### config.mk
export PLATFORM = sky130hd
export DESIGN_NAME = conversion_sched_flat
export DESIGN_NICKNAME = d
export VERILOG_FILES = /design/src/rtl/conversion_sched_if.sv /design/src/rtl/conversion_sched.sv /design/src/flat_wrapper.sv
export SDC_FILE = /design/constraint.sdc
export NUM_CORES = 1
export LEC_CHECK = 0
export BUFFER_PORTS_ARGS = -buffer_cell sky130_fd_sc_hd__clkbuf_2
export CORE_MARGIN = 3
export CORE_UTILIZATION = 63
export DETAILED_ROUTE_END_ITERATION = 8
export PLACE_DENSITY_LB_ADDON = 0.15
export SYNTH_ARGS = -nofsm -noshare
export SYNTH_HDL_FRONTEND = slang
export SYNTH_SLANG_ARGS = --single-unit
### constraint.sdc
create_clock -name clk -period 8.1 [get_ports clk]
set_input_delay 0.81 -clock clk [delete_from_list [all_inputs] [get_ports clk]]
set_output_delay 0.81 -clock clk [all_outputs]
set_load 0.05 [all_outputs]
### src/rtl/conversion_sched_if.sv
// ---------------------------------------------------------------------------
// conversion_sched_if
//   Bundle of the requester-side handshake and the result-return signals of
//   the shared conversion engine.
//
//   req       requester -> engine   per-requester request level (NREQ bits)
//   req_data  requester -> engine   19-bit operand per requester, slice i at
//                                   [19i+18:19i]
//   req_mode  requester -> engine   2-bit conversion mode per requester,
//                                   slice i at [2i+1:2i]
//   grant     engine -> requester   one-hot acceptance strobe (combinational)
//   busy      engine -> requester   a divide is in flight
//   done      engine -> requester   one-cycle pulse, result is valid
//   done_id   engine -> requester   owner of the result
//   result    engine -> requester   converted value, held until next done
//
//   master: the requester/consumer side.  slave: the conversion engine.
// ---------------------------------------------------------------------------
interface conversion_sched_if #(
    parameter int NREQ = 2,
    parameter int IDW  = 2
);
    logic [NREQ-1:0]    req;
    logic [19*NREQ-1:0] req_data;
    logic [2*NREQ-1:0]  req_mode;
    logic [NREQ-1:0]    grant;
    logic               busy;
    logic               done;
    logic [IDW-1:0]     done_id;
    logic [18:0]        result;

    modport master (
        output req, req_data, req_mode,
        input  grant, busy, done, done_id, result
    );

    modport slave (
        input  req, req_data, req_mode,
        output grant, busy, done, done_id, result
    );
endinterface

### src/rtl/conversion_sched.sv
// ---------------------------------------------------------------------------
// conversion_sched
//   Time-shared unit-conversion engine. NREQ requesters share one 23-step
//   restoring divider; a round-robin arbiter accepts one request at a time.
//   Modes (floor division):
//     00: data / 100     01: data (no division)
//     10: data / 30      11: (data * 12) / 30
//
//   clk   system clock, rising edge
//   rst   asynchronous active-high reset
//   bus   conversion_sched_if.slave: req/req_data/req_mode in,
//         grant/busy/done/done_id/result out
// ---------------------------------------------------------------------------
module conversion_sched #(
    parameter int NREQ = 2,
    parameter int IDW  = 2
) (
    input  logic              clk,
    input  logic              rst,
    conversion_sched_if.slave bus
);

    localparam logic [0:0] ST_IDLE = 1'b0;
    localparam logic [0:0] ST_DIV  = 1'b1;

    logic [0:0]     state;
    logic [IDW-1:0] ptr;
    logic [4:0]     count;
    logic [22:0]    dvd;
    logic [6:0]     rem;
    logic [6:0]     divisor;
    logic [IDW-1:0] id_q;

    logic           found;
    int             win_idx;
    int             scan_idx;
    logic [18:0]    win_data;
    logic [1:0]     win_mode;
    logic           accept;
    logic [IDW-1:0] next_ptr;
    logic [22:0]    dividend_load;

    logic [7:0]     trial;
    logic           trial_ge;
    logic [6:0]     rem_next;
    logic [22:0]    dvd_next;

    // Round-robin scan starting at the pointer, wrapping at NREQ.
    // The first asserted request wins and its operand slices are selected.
    always_comb begin
        found    = 1'b0;
        win_idx  = 0;
        scan_idx = 0;
        win_data = '0;
        win_mode = '0;
        for (int i = 0; i < NREQ; i++) begin
            scan_idx = int'(ptr) + i;
            if (scan_idx >= NREQ)
                scan_idx = scan_idx - NREQ;
            if (!found && bus.req[scan_idx]) begin
                found    = 1'b1;
                win_idx  = scan_idx;
                win_data = bus.req_data[19*scan_idx +: 19];
                win_mode = bus.req_mode[2*scan_idx +: 2];
            end
        end
    end

    // Acceptance is only possible in IDLE and never while reset is held,
    // so grant drops asynchronously with rst.
    always_comb begin
        accept        = (state == ST_IDLE) && found && !rst;
        next_ptr      = (win_idx == NREQ - 1) ? '0 : IDW'(win_idx + 1);
        dividend_load = (win_mode == 2'b11)
                        ? (({4'b0, win_data} << 3) + ({4'b0, win_data} << 2))
                        : {4'b0, win_data};
    end

    always_comb begin
        bus.grant = '0;
        for (int i = 0; i < NREQ; i++)
            bus.grant[i] = accept && (win_idx == i);
    end

    // One restoring step: shift the next dividend bit into the remainder,
    // subtract the divisor if it fits, and shift the quotient bit into the
    // freed LSB of the dividend register. After 23 steps dvd is the quotient.
    always_comb begin
        trial    = {rem, dvd[22]};
        trial_ge = (trial >= {1'b0, divisor});
        rem_next = trial_ge ? 7'(trial - {1'b0, divisor}) : trial[6:0];
        dvd_next = {dvd[21:0], trial_ge};
    end

    assign bus.busy = (state == ST_DIV);

    // Control, divider datapath and registered result outputs.
    always_ff @(posedge clk or posedge rst) begin
        if (rst) begin
            state       <= ST_IDLE;
            ptr         <= '0;
            count       <= '0;
            dvd         <= '0;
            rem         <= '0;
            divisor     <= '0;
            id_q        <= '0;
            bus.done    <= 1'b0;
            bus.done_id <= '0;
            bus.result  <= '0;
        end else begin
            bus.done <= 1'b0;
            case (state)
                ST_IDLE: begin
                    if (accept) begin
                        ptr  <= next_ptr;
                        id_q <= IDW'(win_idx);
                        if (win_mode == 2'b01) begin
                            bus.result  <= win_data;
                            bus.done    <= 1'b1;
                            bus.done_id <= IDW'(win_idx);
                        end else begin
                            dvd     <= dividend_load;
                            rem     <= '0;
                            divisor <= (win_mode == 2'b00) ? 7'd100 : 7'd30;
                            count   <= 5'd22;
                            state   <= ST_DIV;
                        end
                    end
                end
                ST_DIV: begin
                    dvd <= dvd_next;
                    rem <= rem_next;
                    if (count == 5'd0) begin
                        // Quotient never exceeds 19 bits for these modes.
                        bus.result  <= dvd_next[18:0];
                        bus.done    <= 1'b1;
                        bus.done_id <= id_q;
                        state       <= ST_IDLE;
                    end else begin
                        count <= count - 5'd1;
                    end
                end
            endcase
        end
    end

endmodule

### src/flat_wrapper.sv
// flat-port wrapper written by rule: the top's interface ports become plain ports
module conversion_sched_flat 
#(
    parameter int NREQ = 2,
    parameter int IDW  = 2
)
  (clk, rst, bus_req, bus_req_data, bus_req_mode, bus_grant, bus_busy, bus_done, bus_done_id, bus_result);
  conversion_sched_if #(.NREQ(NREQ), .IDW(IDW)) bus_i ();
  input  logic clk;
  input  logic rst;
  input wire logic [$bits(bus_i.req)-1:0] bus_req;
  input wire logic [$bits(bus_i.req_data)-1:0] bus_req_data;
  input wire logic [$bits(bus_i.req_mode)-1:0] bus_req_mode;
  output wire logic [$bits(bus_i.grant)-1:0] bus_grant;
  output wire logic [$bits(bus_i.busy)-1:0] bus_busy;
  output wire logic [$bits(bus_i.done)-1:0] bus_done;
  output wire logic [$bits(bus_i.done_id)-1:0] bus_done_id;
  output wire logic [$bits(bus_i.result)-1:0] bus_result;
  assign bus_i.req = bus_req;
  assign bus_i.req_data = bus_req_data;
  assign bus_i.req_mode = bus_req_mode;
  assign bus_grant = bus_i.grant;
  assign bus_busy = bus_i.busy;
  assign bus_done = bus_i.done;
  assign bus_done_id = bus_i.done_id;
  assign bus_result = bus_i.result;
  conversion_sched #(.NREQ(NREQ), .IDW(IDW)) u_core (.clk(clk), .rst(rst), .bus(bus_i));
endmodule
Word-level counts from Yosys, hierarchy flattened
Cells that the tools add are included.
{"block": "op_classes", "addsub": 7, "multipliers": 2, "div_mod_pow": 0, "order_cmp": 5, "eq_ne": 8, "shifts": 4, "mux": 46, "bitwise_logic": 2, "reduce_logical": 15}
{"cell": "2-to-1 mux 32 bit", "count": 4}
{"cell": "2-to-1 mux 19 bit", "count": 5}
{"cell": "indexed part select 38 x 32 -> 19 bit", "count": 2}
{"cell": "2-to-1 mux 23 bit", "count": 3}
{"cell": "less-than comparator 32 x 3 -> 1 bit (second input constant)", "count": 2}
{"cell": "multiplier 6 x 32 -> 32 bit (first input constant)", "count": 2}
{"cell": "indexed part select 4 x 32 -> 2 bit", "count": 2}
{"cell": "one-hot mux 23 bit (2 select lines)", "count": 1}
{"cell": "one-hot mux 19 bit (2 select lines)", "count": 1}
{"cell": "== test 32 x 2 -> 1 bit (second input constant)", "count": 1}
{"cell": ">= comparator 32 x 3 -> 1 bit (second input constant)", "count": 1}
{"cell": "logical NOT 32 bit", "count": 1}
{"cell": "subtractor 32 x 3 -> 32 bit (second input constant)", "count": 1}
{"cell": "2-to-1 mux 7 bit", "count": 4}
{"cell": "adder 22 x 21 -> 23 bit", "count": 1}
{"cell": "2-to-1 mux 5 bit", "count": 3}
{"cell": "2-to-1 mux 1 bit", "count": 14}
{"cell": "one-hot mux 7 bit (2 select lines)", "count": 1}
{"cell": "2-to-1 mux 2 bit", "count": 6}
{"cell": "one-hot mux 5 bit (2 select lines)", "count": 1}
{"cell": "AND reduction 3 bit", "count": 3}
{"cell": ">= comparator 8 x 7 -> 1 bit", "count": 1}
{"cell": "!= test 2 bit (second input constant)", "count": 4}
{"cell": "subtractor 7 bit", "count": 1}
{"cell": "16 further kinds", "count": 24}
{"block": "totals", "register_bits": 69, "latchBits": 0, "mem_bits_rw": 0, "rom_bits": 0, "in_bits": 46, "elab_cells": 99, "memories": 0}

Longest topological paths before layout
{"block": "depth", "depth_word": 14, "mapped_depth": 31}

Worst setup path after synthesis
Ideal clock, no wire load.
{"block": "synth_path", "path_kind": "register -> register", "startpoint": "reg u_core.ptr[0]", "endpoint": "reg u_core.dvd[21]", "setup_time_ns": 0.142, "arrival_time_ns": 6.119, "required_ns": 7.958, "slack_ns": 1.839, "path_stages_with_launch": 30, "n_path_buf": 8, "cell_sequence": "dfrtp_1 -> buf_6 -> buf_6 -> inv_2 -> buf_2 -> buf_2 -> ha_1 -> nand2b_1 -> clkbuf_1 -> buf_1 -> inv_1 -> ha_1 -> ha_1 -> buf_2 -> buf_2 -> nor2_1 -> a21oi_1 -> o31ai_1 -> o21ai_0 -> o32ai_2 -> inv_1 -> fa_1 -> nor2b_1 -> o31ai_1 -> a211oi_1 -> nor3_1 -> o41ai_1 -> a31o_2 -> xor2_1 -> o221ai_1"}
{"block": "synth_between", "elab_chain_cells": 14, "word_cells_on_any_way": 39, "classes_between": "add/sub (4); mul (2); order compare (2); eq/ne (4); shift (4); mux (18); reduce/logical (5)"}
{"element": "start, declared", "line_no": "conversion_sched.sv:27", "text": "logic [IDW-1:0] ptr;"}
{"element": "start signal, assigned", "line_no": "conversion_sched.sv:115", "text": "ptr <= next_ptr;"}
{"element": "branches (longest 14 deep; another with subtractor 32 x 3 -> 32 bit)"}
{"element": "end signal, assigned", "line_no": "conversion_sched.sv:122", "text": "dvd <= dividend_load;"}
{"element": "end signal, assigned", "line_no": "conversion_sched.sv:131", "text": "dvd <= dvd_next;"}
{"element": "end, declared", "line_no": "conversion_sched.sv:29", "text": "logic [22:0] dvd;"}
Several ways; the timed one is not identified. The select of a mux whose other input is x is not followed.
A chain may end at the register's enable or synchronous reset.

Worst setup path in the final report
Ends and elaborated chain as after synthesis.

==> metrics.txt <==
# TYPE chip_impl_metric gauge
chip_impl_metric{name="slew_viol_final",unit=""} 0
chip_impl_metric{name="dp_hpwl",unit="um"} 22500
chip_impl_metric{name="share_seq_of_total_power",unit="%"} 12.2
chip_impl_metric{name="cts.sinks",unit=""} 65
chip_impl_metric{name="worst-path-buf-inv",unit=""} 3
chip_impl_metric{name="cpPeakStageDelay",unit="ns"} 0.82
chip_impl_metric{name="path_clk_slew",unit="ns"} 0.06
chip_impl_metric{name="final_nets",unit=""} 1204
chip_impl_info{name="ys.flop_type",value="sky130_fd_sc_hd__dfrtp_1"} 1
chip_impl_metric{name="r2r_cells",unit=""} 19
chip_impl_metric{name="drt_pass1_iterations",unit=""} 6
chip_impl_metric{name="setup_viol_count_final",unit=""} 0
chip_impl_metric{name="setup_tns",unit="ns"} 0
chip_impl_metric{name="worst_ep_arrival_time",unit="ns"} 7.00
chip_impl_metric{name="synth.top_cell.area_share",unit="%"} 17.5
chip_impl_metric{name="critical_path_peak_fanout",unit=""} 63
chip_impl_metric{name="total_number_of_vias",unit=""} 9431
chip_impl_metric{name="clock_insertion_delay_worst_skew",unit="ns"} 0.33
chip_impl_metric{name="finalCoreUtilization",unit="%"} 70.0
chip_impl_info{name="crit_path_cell_trace",value="buf_4 -> buf_4 -> ha_2 -> buf_12 -> mux2i_1 -> mux2i_1 -> mux2_2 -> a211oi_1 -> o22a_1 -> o21ai_0 -> ha_1 -> nor2b_1 -> o31ai_1 -> a211oi_1 -> nor3_1 -> o41ai_1 -> a31o_2 -> xor2_1 -> o221ai_1"} 1
chip_impl_metric{name="grt_pass1_vias",unit=""} 8795
chip_impl_info{name="reg2reg_from",value="u_core.ptr[0]"} 1
chip_impl_metric{name="die_height",unit="um"} 128
chip_impl_metric{name="ys_seq_area_share",unit="%"} 17.5
chip_impl_metric{name="pwr-share-clk",unit="%"} 7.2
chip_impl_info{name="end_kind",value="register"} 1
chip_impl_metric{name="fp.dieArea",unit="um2"} 16300
chip_impl_metric{name="pwr-share-comb",unit="%"} 80.6
chip_impl_metric{name="gr-total-overflow",unit=""} 0
chip_impl_metric{name="placeableCoreArea",unit="um2"} 14100
chip_impl_info{name="min-delay-path-class",value="register to register"} 1
chip_impl_metric{name="grt_start_max_net_pins",unit=""} 64
chip_impl_info{name="setup.worst_path.start",value="u_core.ptr[0]"} 1
chip_impl_info{name="setup.worst_path.start_class",value="register"} 1
chip_impl_metric{name="ys_types",unit=""} 86
chip_impl_metric{name="syn_avg_cell_area",unit="um2"} 8.51
chip_impl_metric{name="clockBufferDepth",unit=""} 2
chip_impl_metric{name="gpl.final_weighted_congestion",unit=""} 1.04
chip_impl_info{name="rsz0062_at_grt",value="no"} 1
chip_impl_metric{name="multi_input_comb_area",unit="um2"} 7090
chip_impl_metric{name="drc",unit=""} 0
chip_impl_metric{name="cts-resized-gates",unit=""} 0
chip_impl_metric{name="grt_antenna_before_repair",unit=""} 0
chip_impl_metric{name="ff2ff_setup_slack",unit="ns"} 1.28
chip_impl_info{name="slowest_stage",value="sky130_fd_sc_hd__buf_4"} 1
chip_impl_metric{name="number_of_h_tree_levels",unit=""} 3
chip_impl_metric{name="drt-wirelength-per-cell",unit="um"} 23.7
chip_impl_metric{name="fmax",unit="GHz"} 0.147
chip_impl_metric{name="synth_cells",unit=""} 1095
chip_impl_metric{name="slew-limit-headroom",unit="%"} 31.5
chip_impl_info{name="worstHoldStart",value="u_core.id_q[1]"} 1
chip_impl_metric{name="timing.hold.ws",unit="ns"} 0.487
chip_impl_metric{name="ys_warn_count",unit=""} 0
chip_impl_metric{name="switch_pwr",unit="W"} 0.00266
chip_impl_metric{name="power-per-cell-area",unit="nW/um2"} 496
chip_impl_metric{name="synth-edff-count",unit=""} 0
chip_impl_metric{name="pin_slew_with_the_least_headroom_to_its_limit",unit="ns"} 1.02
chip_impl_metric{name="finalWirelength",unit="um"} 30800
chip_impl_metric{name="timing.clock.skew",unit="ns"} 0.00668
chip_impl_metric{name="gr-usage-all-layers",unit="%"} 37.7
chip_impl_metric{name="internal-power",unit="W"} 0.00225
chip_impl_metric{name="cts_buffers",unit=""} 9
chip_impl_metric{name="io-pin-count",unit=""} 71
chip_impl_metric{name="cts_hold_buf",unit=""} 0
chip_impl_metric{name="vdd.ir_drop.worst",unit="uV"} 356
chip_impl_metric{name="detail_route.iter0.violations",unit=""} 1652
chip_impl_metric{name="floorplan.rows",unit=""} 43
chip_impl_info{name="crit_path_end",value="u_core.dvd[21]"} 1
chip_impl_metric{name="floorplan.initialDensity",unit="%"} 65.8
chip_impl_info{name="synth.cells.most_frequent",value="135 x sky130_fd_sc_hd__nand2_1, 87 x sky130_fd_sc_hd__mux2i_1, 80 x sky130_fd_sc_hd__a21oi_1"} 1
chip_impl_metric{name="area.sequential",unit="um2"} 1630
chip_impl_metric{name="critical_path_stages",unit=""} 19
chip_impl_metric{name="floorplan.die.width",unit="um"} 128
chip_impl_metric{name="switching_share",unit="%"} 54.2
chip_impl_metric{name="final_worst_path_cycle_share",unit="%"} 84.2
chip_impl_metric{name="p_leak",unit="nW"} 4.19
chip_impl_metric{name="final.fill_count",unit=""} 1172
chip_impl_metric{name="number_of_cells_after_detailed_placement",unit=""} 1281
chip_impl_info{name="synth_top_cell_by_area",value="sky130_fd_sc_hd__dfrtp_1"} 1
chip_impl_metric{name="fraction_of_final_layout_cells_with_drive_strength_greater_than_1",unit="%"} 20.1
chip_impl_info{name="netlist_top_cells_area",value="sky130_fd_sc_hd__dfrtp_1 17%, sky130_fd_sc_hd__mux4_2 15%, sky130_fd_sc_hd__mux2i_1 9.3%, sky130_fd_sc_hd__ha_1 5.8%, sky130_fd_sc_hd__nand2_1 5.4%"} 1
chip_impl_metric{name="cts_setup_buffers",unit=""} 0
chip_impl_metric{name="report.final.hold_viol_count",unit=""} 0
chip_impl_info{name="cts_tree",value="built"} 1
chip_impl_metric{name="final_period_minus_worst_setup_slack",unit="ns"} 6.82
chip_impl_metric{name="post_drt_via_cell_ratio",unit=""} 7.28
chip_impl_metric{name="critical_path_required_time",unit="ns"} 8.28
chip_impl_metric{name="syn-cell-area",unit="um2"} 9310
chip_impl_metric{name="synth-async-reset-ratio",unit="%"} 100
chip_impl_info{name="path_class",value="register to register"} 1
chip_impl_metric{name="ys_ff_latch",unit=""} 65
chip_impl_metric{name="area_growth_syn_to_layout",unit="%"} 6.38
chip_impl_info{name="ctsRootBufferMaster",value="sky130_fd_sc_hd__clkbuf_16"} 1
chip_impl_info{name="synth_most_common_cell",value="sky130_fd_sc_hd__nand2_1"} 1
chip_impl_info{name="status",value="finished clean"} 1
chip_impl_metric{name="stdcell_count",unit=""} 1296
chip_impl_metric{name="port_buffers",unit=""} 70
chip_impl_metric{name="antennaDiodeCount",unit=""} 0
chip_impl_metric{name="drt.antenna.violating_nets",unit=""} 0
chip_impl_metric{name="first_pass_grt_wire_length",unit="um"} 48700
chip_impl_info{name="critical_path.reg2reg.endpoint",value="u_core.dvd[21]"} 1
chip_impl_metric{name="timing.max_cap.violations",unit=""} 0
chip_impl_info{name="path_delay_family",value="compound AO/OA/AOI/OAI gates"} 1
power by group through the flow:
stage	logic (W)	registers, W	clock network, W
after floorplan	0.00284	0.000759	0
after global placement	0.00379	0.000593	0
after detailed placement	0.00383	0.000596	0
after CTS	0.00385	0.000596	0.000359
after global routing	0.00427	0.000614	0.000375
final	0.00396	0.000600	0.000355
state kept, by name (all words and copies together) (netlist names):
register	cells
u_core.bus.busy	1
u_core.bus.done	1
u_core.bus.done_id	2
u_core.bus.result	19
u_core.count	5
u_core.divisor	3
u_core.dvd	23
u_core.id_q	2
u_core.ptr	2
u_core.rem	7
tightest hold or removal path: cells and delay by family, from the launching register on:
family / cells / cell delay [ns]
compound gates: 1 / 0.07
flops: 1 / 0.34
simple gates: 1 / 0.04
cells in the final DEF, fill, tap and decap left out, types with 5 or more instances in the layout:
cell type	instances
sky130_fd_sc_hd__inv_2	6
sky130_fd_sc_hd__inv_1	36
sky130_fd_sc_hd__and3_1	10
sky130_fd_sc_hd__o21ai_1	7
sky130_fd_sc_hd__a31oi_1	13
sky130_fd_sc_hd__xnor2_1	15
sky130_fd_sc_hd__a211o_1	9
sky130_fd_sc_hd__nor2_1	77
sky130_fd_sc_hd__a21oi_1	80
sky130_fd_sc_hd__mux2i_1	87
sky130_fd_sc_hd__a21o_1	11
sky130_fd_sc_hd__nor3_1	27
sky130_fd_sc_hd__mux4_2	60
sky130_fd_sc_hd__a22oi_1	10
sky130_fd_sc_hd__nand2b_1	14
sky130_fd_sc_hd__mux2_2	24
sky130_fd_sc_hd__o211ai_1	21
sky130_fd_sc_hd__a32oi_1	5
sky130_fd_sc_hd__nor2b_1	5
sky130_fd_sc_hd__o21a_1	12
sky130_fd_sc_hd__a211oi_1	6
sky130_fd_sc_hd__xor2_1	8
sky130_fd_sc_hd__nand2_1	135
sky130_fd_sc_hd__clkbuf_16	9
sky130_fd_sc_hd__and2_1	8
sky130_fd_sc_hd__o22a_1	6
sky130_fd_sc_hd__dfrtp_1	64
sky130_fd_sc_hd__o21ai_0	62
sky130_fd_sc_hd__a221oi_1	7
sky130_fd_sc_hd__o221ai_1	8
sky130_fd_sc_hd__buf_4	21
sky130_fd_sc_hd__nand3_1	25
sky130_fd_sc_hd__ha_1	40
sky130_fd_sc_hd__clkbuf_2	70
sky130_fd_sc_hd__o31ai_1	7
logic make-up (layout without fill, tap and decap cells):
family | count (synthesis) | count (layout) | synth area share (%)
buffers and inverters | 131 | 150 | 6.58
flip-flops | 65 | 65 | 17.5
AND/OR/NAND/NOR | 330 | 330 | 16.2
XOR/XNOR | 23 | 23 | 2.16
multiplexers | 172 | 172 | 27.0
other | 1 | 3 | 0.0403
AO/OA/AOI/OAI | 327 | 327 | 24.2
adder cells (fa/ha/maj) | 46 | 46 | 6.42
final cells by class:
| cell class | count | area share, % |
|---|---|---|
| clock inverter | 3 | 0.177 |
| tap | 180 | 2.27 |
| multi-input combinational | 901 | 71.5 |
| clock buffer | 12 | 2.59 |
| timing repair buffer | 92 | 5.33 |
| sequential | 65 | 16.5 |
| inverter | 43 | 1.63 |
per-stage QoR:
step | cell area (um2) | setup WS [ns] | total power [W]
3_5_place_dp | 9630 | 1.45 | 0.00443
2_1_floorplan | 9320 | 1.84 | 0.00360
4_1_cts | 9910 | 1.41 | 0.00481
3_3_place_gp | 9630 | 1.58 | 0.00438
6_report | 9910 | 1.28 | 0.00491
5_1_grt | 9910 | 0.669 | 0.00526
layer usage:
| layer | vias up | wire, um | share of wire, % | GRT usage (%) |
|---|---|---|---|---|
| li1 | 4171 | - | - | - |
| met1 | 4462 | 12300 | 40 | 54.6 |
| met2 | 697 | 13100 | 43 | 54.1 |
| met3 | 101 | 4360 | 14 | 13.0 |
| met4 | 0 | 961 | 3.1 | 9.86 |
| met5 | - | 0 | 0 | 0 |
worst min-delay path by stage:
stage / end / slack, ns / depth (start not counted)
2_1_floorplan: u_core.id_q[1] / 0.44 / 2
3_3_place_gp: u_core.id_q[1] / 0.46 / 2
3_5_place_dp: u_core.id_q[1] / 0.47 / 2
4_1_cts: u_core.id_q[1] / 0.48 / 2
5_1_grt: u_core.bus.result[9] / 0.51 / 1
6_report: u_core.id_q[1] / 0.49 / 2
No activity file was read; power rests on OpenSTA's default activity.
